==> src/rtl/tv_656_decoder.sv <==
// Purpose: BT.656 timing decoder; recovers F/V/H from EAV/SAV codes and extracts active luma with x/y indices.
// Latency: pixel byte sampled at edge k is emitted after edge k+4; timing outputs update at the code-byte edge.
// Backpressure: none; the byte stream is consumed every cycle and the outputs cannot be stalled.
module tv_656_decoder #(
    parameter int X_MAX = 1023,
    parameter int Y_MAX = 1023
) (
    input  logic       clk,
    input  logic       rst_n,
    input  logic [7:0] td_data,
    output logic       pix_valid,
    output logic [7:0] pix_y,
    output logic [9:0] tv_x,
    output logic [9:0] tv_y,
    output logic       field,
    output logic       v_blank,
    output logic       line_active,
    output logic       sync_err
);

    localparam logic [9:0] X_SAT = 10'(X_MAX);
    localparam logic [9:0] Y_SAT = 10'(Y_MAX);

    // Delay line: d0 is the newest byte, d3 the oldest; a* marks bytes belonging to an active line.
    logic [7:0] d0, d1, d2, d3;
    logic       a0, a1, a2, a3;

    logic [1:0] phase;
    logic [9:0] x_cnt;
    logic       y_clr_pend;

    logic code_det;
    logic code_ok;
    logic code_f;
    logic code_v;
    logic code_h;
    logic sav_start;

    // Preamble detection and protection-bit check on the incoming code byte.
    always_comb begin
        code_det  = (d2 == 8'hFF) && (d1 == 8'h00) && (d0 == 8'h00);
        code_f    = td_data[6];
        code_v    = td_data[5];
        code_h    = td_data[4];
        code_ok   = td_data[7]
                    && (td_data[3] == (code_v ^ code_h))
                    && (td_data[2] == (code_f ^ code_h))
                    && (td_data[1] == (code_f ^ code_v))
                    && (td_data[0] == (code_f ^ code_v ^ code_h));
        sav_start = code_det && code_ok && !code_h && !code_v;
    end

    // Byte delay line; a detected code squashes its three preamble bytes and the code byte itself.
    always_ff @(posedge clk or negedge rst_n) begin
        if (!rst_n) begin
            d0 <= 8'h00;
            d1 <= 8'h00;
            d2 <= 8'h00;
            d3 <= 8'h00;
            a0 <= 1'b0;
            a1 <= 1'b0;
            a2 <= 1'b0;
            a3 <= 1'b0;
        end else begin
            d0 <= td_data;
            d1 <= d0;
            d2 <= d1;
            d3 <= d2;
            a0 <= line_active && !code_det;
            a1 <= a0 && !code_det;
            a2 <= a1 && !code_det;
            a3 <= a2 && !code_det;
        end
    end

    // Timing state driven by valid EAV/SAV codes; a bad code only raises sync_err.
    always_ff @(posedge clk or negedge rst_n) begin
        if (!rst_n) begin
            field       <= 1'b0;
            v_blank     <= 1'b0;
            line_active <= 1'b0;
            tv_y        <= 10'd0;
            y_clr_pend  <= 1'b1;
            sync_err    <= 1'b0;
        end else begin
            sync_err <= code_det && !code_ok;
            if (code_det && code_ok) begin
                field   <= code_f;
                v_blank <= code_v;
                if (code_h) begin
                    line_active <= 1'b0;
                    if (code_v) begin
                        y_clr_pend <= 1'b1;
                    end else if (tv_y < Y_SAT) begin
                        tv_y <= tv_y + 10'd1;
                    end
                end else if (!code_v) begin
                    line_active <= 1'b1;
                    if (y_clr_pend) begin
                        tv_y       <= 10'd0;
                        y_clr_pend <= 1'b0;
                    end
                end
            end
        end
    end

    // Emission of the oldest byte: Cb,Y0,Cr,Y1 phase walk, luma on odd phases; SAV restarts phase and x.
    always_ff @(posedge clk or negedge rst_n) begin
        if (!rst_n) begin
            pix_valid <= 1'b0;
            pix_y     <= 8'h00;
            tv_x      <= 10'd0;
            phase     <= 2'd0;
            x_cnt     <= 10'd0;
        end else begin
            pix_valid <= 1'b0;
            if (a3) begin
                phase <= phase + 2'd1;
                if (phase[0]) begin
                    pix_valid <= 1'b1;
                    pix_y     <= d3;
                    tv_x      <= x_cnt;
                    if (x_cnt < X_SAT) begin
                        x_cnt <= x_cnt + 10'd1;
                    end
                end
            end
            // A new line wins over any in-flight increment on the same edge.
            if (sav_start) begin
                phase <= 2'd0;
                x_cnt <= 10'd0;
            end
        end
    end

endmodule

==> config.mk <==
export PLATFORM = sky130hd
export DESIGN_NAME = tv_656_decoder
export DESIGN_NICKNAME = d
export VERILOG_FILES = /design/src/rtl/tv_656_decoder.sv
export SDC_FILE = /design/constraint.sdc
export NUM_CORES = 1
export LEC_CHECK = 0
export BUFFER_PORTS_ARGS = -buffer_cell sky130_fd_sc_hd__buf_4
export CORE_MARGIN = 2
export CORE_UTILIZATION = 34
export DETAILED_ROUTE_END_ITERATION = 10
export GPL_TIMING_DRIVEN = 0
export PLACE_DENSITY_LB_ADDON = 0.12
export SYNTH_ARGS = -nofsm -noshare
export SYNTH_HDL_FRONTEND = slang
export SYNTH_SLANG_ARGS = --single-unit
==> constraint.sdc <==
create_clock -name clk -period 3.3 [get_ports clk]
set_input_delay 0.66 -clock clk [delete_from_list [all_inputs] [get_ports clk]]
set_output_delay 0.66 -clock clk [all_outputs]
set_load 0.01 [all_outputs]
* Word-level counts from Yosys, hierarchy flattened
Cells that the tools add are included.
** Word-level totals
- Flip-flop bits (word level) :: 82
- Latch bits :: 0
- Memory bits (writable) :: 0
- ROM bits :: 0
- Output and inout port bits :: 33
- Memories :: 0
** Operators by class
- Add/sub/neg operators :: 3
- $mul :: 0
- Div/mod/pow operators :: 0
- $lt $le $gt $ge :: 2
- Equal/unequal tests :: 8
- Shift-type cells :: 0
- Mux-type cells :: 18
- Bitwise gates (word level) :: 5
- Reductions and logical operators :: 29
** Operators by type and width (number)
- $mux W10 :: 9
- $add A10 B1 Y10 const B :: 2
- $lt A10 B10 Y1 const B :: 2
- $logic_not A8 Y1 :: 2
- $logic_and A1 B1 Y1 :: 14
- $eq A8 B8 Y1 const B :: 1
- $reduce_bool A2 Y1 :: 4
- $mux W1 :: 7
- $reduce_and A3 Y1 :: 2
- $eq A1 B1 Y1 :: 4
- $logic_not A1 Y1 :: 4
- $mux W2 :: 2
- $ne A2 B1 Y1 const B :: 2
- $reduce_and A2 Y1 :: 2
- $reduce_and A4 Y1 :: 1
- $xor A1 B1 Y1 :: 4
- $add A2 B1 Y2 const B :: 1
- $ne A2 B2 Y1 const B :: 1
- $not A1 Y1 :: 1

* Depth between registers and ports, before layout
- Word-level depth :: 11
- Mapped depth :: 10

* Worst setup path after synthesis
Ideal clock, no wire load.
- Kind :: input to register
- Start point :: input port td_data[4]
- End point :: register tv_y[9]
- Setup time :: 78 ps
- Arrival :: 2435 ps
- Slack :: 787 ps
- Stages :: 9
- Path through :: buf_6 > inv_1 > ha_1 > xor2_1 > o211ai_1 > a211o_1 > buf_2 > or4_1 > a21oi_1
** Between the ends
- Cells in the longest elaborated chain, start to end :: 8
- Elaborated cells between the ends (all ways) :: 15
** RTL lines
- start: declaration :: RTL line 10 : input logic [7:0] td_data,
- $xor A1 B1 Y1 :: RTL line 46 : && (td_data[3] == (code_v ^ code_h))
- $eq A1 B1 Y1 :: RTL line 46
- $logic_and A1 B1 Y1 :: RTL line 46
- $logic_and A1 B1 Y1 :: RTL line 47 : && (td_data[2] == (code_f ^ code_h))
- $logic_and A1 B1 Y1 :: RTL line 48 : && (td_data[1] == (code_f ^ code_v))
- $logic_and A1 B1 Y1 :: RTL line 49 : && (td_data[0] == (code_f ^ code_v ^ code_h));
- $logic_and A1 B1 Y1 :: RTL line 87 : if (code_det && code_ok) begin
- $reduce_and A4 Y1 (no line)
- end signal: assignment :: RTL line 95 : tv_y <= tv_y + 10'd1;
- end: declaration :: RTL line 14 : output logic [9:0] tv_y,
Several ways; a longest one is shown, not always the timed one.
A chain may end at the register's enable or synchronous reset.

* Final worst setup path
- Start point :: input port td_data[4]
- End point :: register tv_y[5]
Same word-level chain as after synthesis.

==> impl_metrics.py <==
metrics = {
    "status": {
        "outcome": "completed",
    },
    "layout": {
        "antenna_cells": 0,
        "synthToLayoutAreaGrowth_pct": 20.96,
        "multi_input_area_um2": 1069,
        "layout-drive-gt1-share": 0.3119,
        "fillers": 858,
        "nNetsFinal": 303,
        "register_area_um2": 2028,
    },
    "timing": {
        "worst_pin_slew_ns": 0.9867,
        "period_share": 0.8206,
        "clock-skew-final_ns": 0.008416,
        "rsz0062_at_grt": "no",
        "layout_min_cycle_time_ns": 2.708,
        "tns_ns": 0,
        "hold_violations": 0,
        "max_freq_mhz": 369.3,
        "drv_slew": 0,
        "setup_viol_count_final": 0,
        "relSlewSlack": 0.3362,
        "whs_ns": 0.3757,
    },
    "global_route": {
        "overflow": 0,
        "grtUsageTotal": 0.1283,
        "antenna_found_initial": 0,
        "grt_pass1_vias": 1978,
        "grt_max_degree": 82,
        "grt_pass1_wl_um": 9970,
    },
    "power_and_ir_drop": {
        "p_leak_nw": 1.707,
        "power_density_nw_per_um2": 653.7,
        "vdd_ir_drop_max_mv": 0.1966,
    },
    "placement": {
        "place_congestion": 0.7613,
        "portBuffers": 42,
        "dp_hpwl_um": 4012,
    },
    "worst_setup_path": {
        "cp_max_fo": 10,
        "r2r_slack_ns": 0.80,
        "worstPathRequired_ns": 3.49,
        "path_cells": "buf_4 -> buf_6 -> inv_1 -> ha_1 -> xor2_1 -> o211ai_1 -> a211o_1 -> buf_2 -> nor3_1 -> a21oi_1",
        "regToRegStartpoint": "d1[3]$_DFF_PN0_",
        "path_class": "in -> reg",
        "arrival_ns": 2.89,
        "cpPeakStageDelay_ns": 0.70,
        "critPathLaunchType": "input port",
        "crit_slowest_cell": "nor3_1",
        "reg2reg_depth": 5,
        "crit_path_end_kind": "flop",
        "rr_endpoint": "tv_y[5]$_DFFE_PN0P_",
    },
    "hold_path": {
        "hp-class": "reg -> reg",
        "holdPathEnd": "d2[3]$_DFF_PN0_",
        "min_from": "d1[3]$_DFF_PN0_",
        "hold_path_depth": 0,
    },
    "detailed_routing": {
        "firstDrtPassIters": 4,
        "via_per_inst": 4.828,
        "wl_um": 5844,
        "ant_nets": 0,
        "drc_errors": 0,
        "num_vias": 1960,
        "drt_iter0_markers": 57,
        "wl_per_cell_um": 14.39,
    },
    "yosys": {
        "syn_nets": 250,
        "synth_cell_type_count": 42,
        "synth_cells": 237,
        "synth_top_cell_by_area": "dfrtp_1",
        "mappedNetlistArea_um2": 3164,
        "synthArstFlopShare": 1.000,
        "ys_top_cells_by_area": "dfrtp_1 63%, mux2_2 7.8%, a21oi_1 2.8%, xor2_1 2.5%, o31ai_1 1.7%",
        "yosys_warnings": 0,
        "synth_top_area_frac": 0.6327,
        "ys_seq_area_frac": 0.6410,
        "synth.ff_latch_count": 81,
        "syn_avg_cell_area_um2": 13.35,
        "ys.flop_type": "dfrtp_1",
        "synth_edf_count": 0,
    },
    "die": {
        "start_util": 0.3457,
        "rows": 35,
        "die_h_um": 100.5,
        "die_x_um": 100.5,
        "core_um2": 9153,
        "dieArea_um2": 10090,
        "io_pins": 43,
    },
    "clock_network": {
        "postCtsSetupRepairBufs": 0,
        "cts_tree": "done",
        "cts-root-buf": "clkbuf_8",
        "clockBufferDepth": 2,
        "numCtsBuffers": 9,
        "cts_hold_buf": 0,
        "cts_sinks": 81,
        "cts.reportedPaths.clkPinSlew_ns": 0.09,
        "htree_levels": 3,
        "clk_latency_ns": 0.34,
        "cts_resized": 0,
    },
    "flow_run": {
        "max_cap_violations": 0,
    },
}
sequential cells by signal (all words and copies together), names as in the netlist, 8 cells and up:
name   cells
tv_x      10
tv_y      10
x_cnt     10
d0         8
d1         8
d2         8
d3         8
pix_y      8
cell usage after synthesis, types with 3 or more instances:
cell / instances
a21oi_1: 18
and2_1: 6
and3_1: 4
and4_1: 5
buf_2: 3
clkbuf_1: 4
dfrtp_1: 80
ha_1: 3
inv_1: 7
mux2_2: 22
mux2i_1: 3
nand2_1: 10
nand3_1: 8
nand4_1: 3
nor2_1: 4
nor3_1: 4
o31ai_1: 7
or4_1: 7
xnor2_1: 5
xor2_1: 9
layout make-up:
cell class	instances	share of cell area
tap	111	0.03629
timing repair buffer	42	0.08238
sequential	81	0.5299
inverter	7	0.006865
buffer	8	0.01079
multi-input combinational	141	0.2792
clock buffer	10	0.03596
clock inverter	6	0.01863
critical path: cells and delay by family:
kind	cells	cell delay, ns
buffers and inverters	4	0.54
AOI/OAI and AO/OA	3	0.55
xor gates and xnor gates	1	0.16
and+or+nand+nor	1	0.70
adders and majority gates	1	0.27
placed cells by master (no fill, tap or decap), drive strengths merged, types with 4 or more instances in the layout:
cell,n
inv,10
xnor2,5
nor3,4
and3,4
nand4,4
and4,5
clkbuf,14
a21oi,18
or4,9
mux2,22
nand2,11
o31ai,7
dfrtp,80
buf,46
xor2,9
and2,6
nand3,8
nor2,4
where the power goes:
group	internal [mW]	switching (mW)
registers	1.15	0.110
logic	0.277	0.215
clock network	0.378	0.370
routing by layer:
metal / global-route usage / wire length (um)
met5: 0 / 0
met4: 0.03793 / 65
met3: 0.04577 / 266
met2: 0.2013 / 2728
met1: 0.1682 / 2783
how the worst max path moves through the flow:
stage | depth (start not counted) | slack, ns | to | start
6_report | 10 | 0.59 | tv_y[5]$_DFFE_PN0P_ | td_data[4]
3_5_place_dp | 10 | 0.21 | tv_y[5]$_DFFE_PN0P_ | td_data[4]
4_1_cts | 10 | 0.57 | tv_y[5]$_DFFE_PN0P_ | td_data[4]
2_1_floorplan | 9 | 0.79 | tv_y[9]$_DFFE_PN0P_ | td_data[4]
3_3_place_gp | 10 | 0.15 | tv_y[4]$_DFFE_PN0P_ | td_data[4]
5_1_grt | 10 | 0.38 | tv_y[2]$_DFFE_PN0P_ | td_data[4]
kinds of logic after synthesis:
group	share of synthesized area
AND/OR/NAND/NOR	0.1273
multiplexers	0.08778
XOR/XNOR	0.03875
buffers and inverters	0.02135
adder cells (fa/ha/maj)	0.01186
flip-flops	0.6410
AO/OA/AOI/OAI	0.07197
per-stage QoR:
stage / util / instance area (um^2) / power, mW / std cells / worst slack (ns)
3_3_place_gp: 0.3954 / 3618 / 1.775 / 390 / 0.1533
6_report: 0.4182 / 3827 / 2.502 / 406 / 0.5920
5_1_grt: 0.4182 / 3827 / 2.660 / 406 / 0.3845
3_5_place_dp: 0.3954 / 3618 / 1.784 / 390 / 0.2137
4_1_cts: 0.4182 / 3827 / 2.544 / 406 / 0.5740
2_1_floorplan: - / 3164 / 1.545 / 237 / 0.7872
Note: power is estimated with default switching activity, not from simulation.
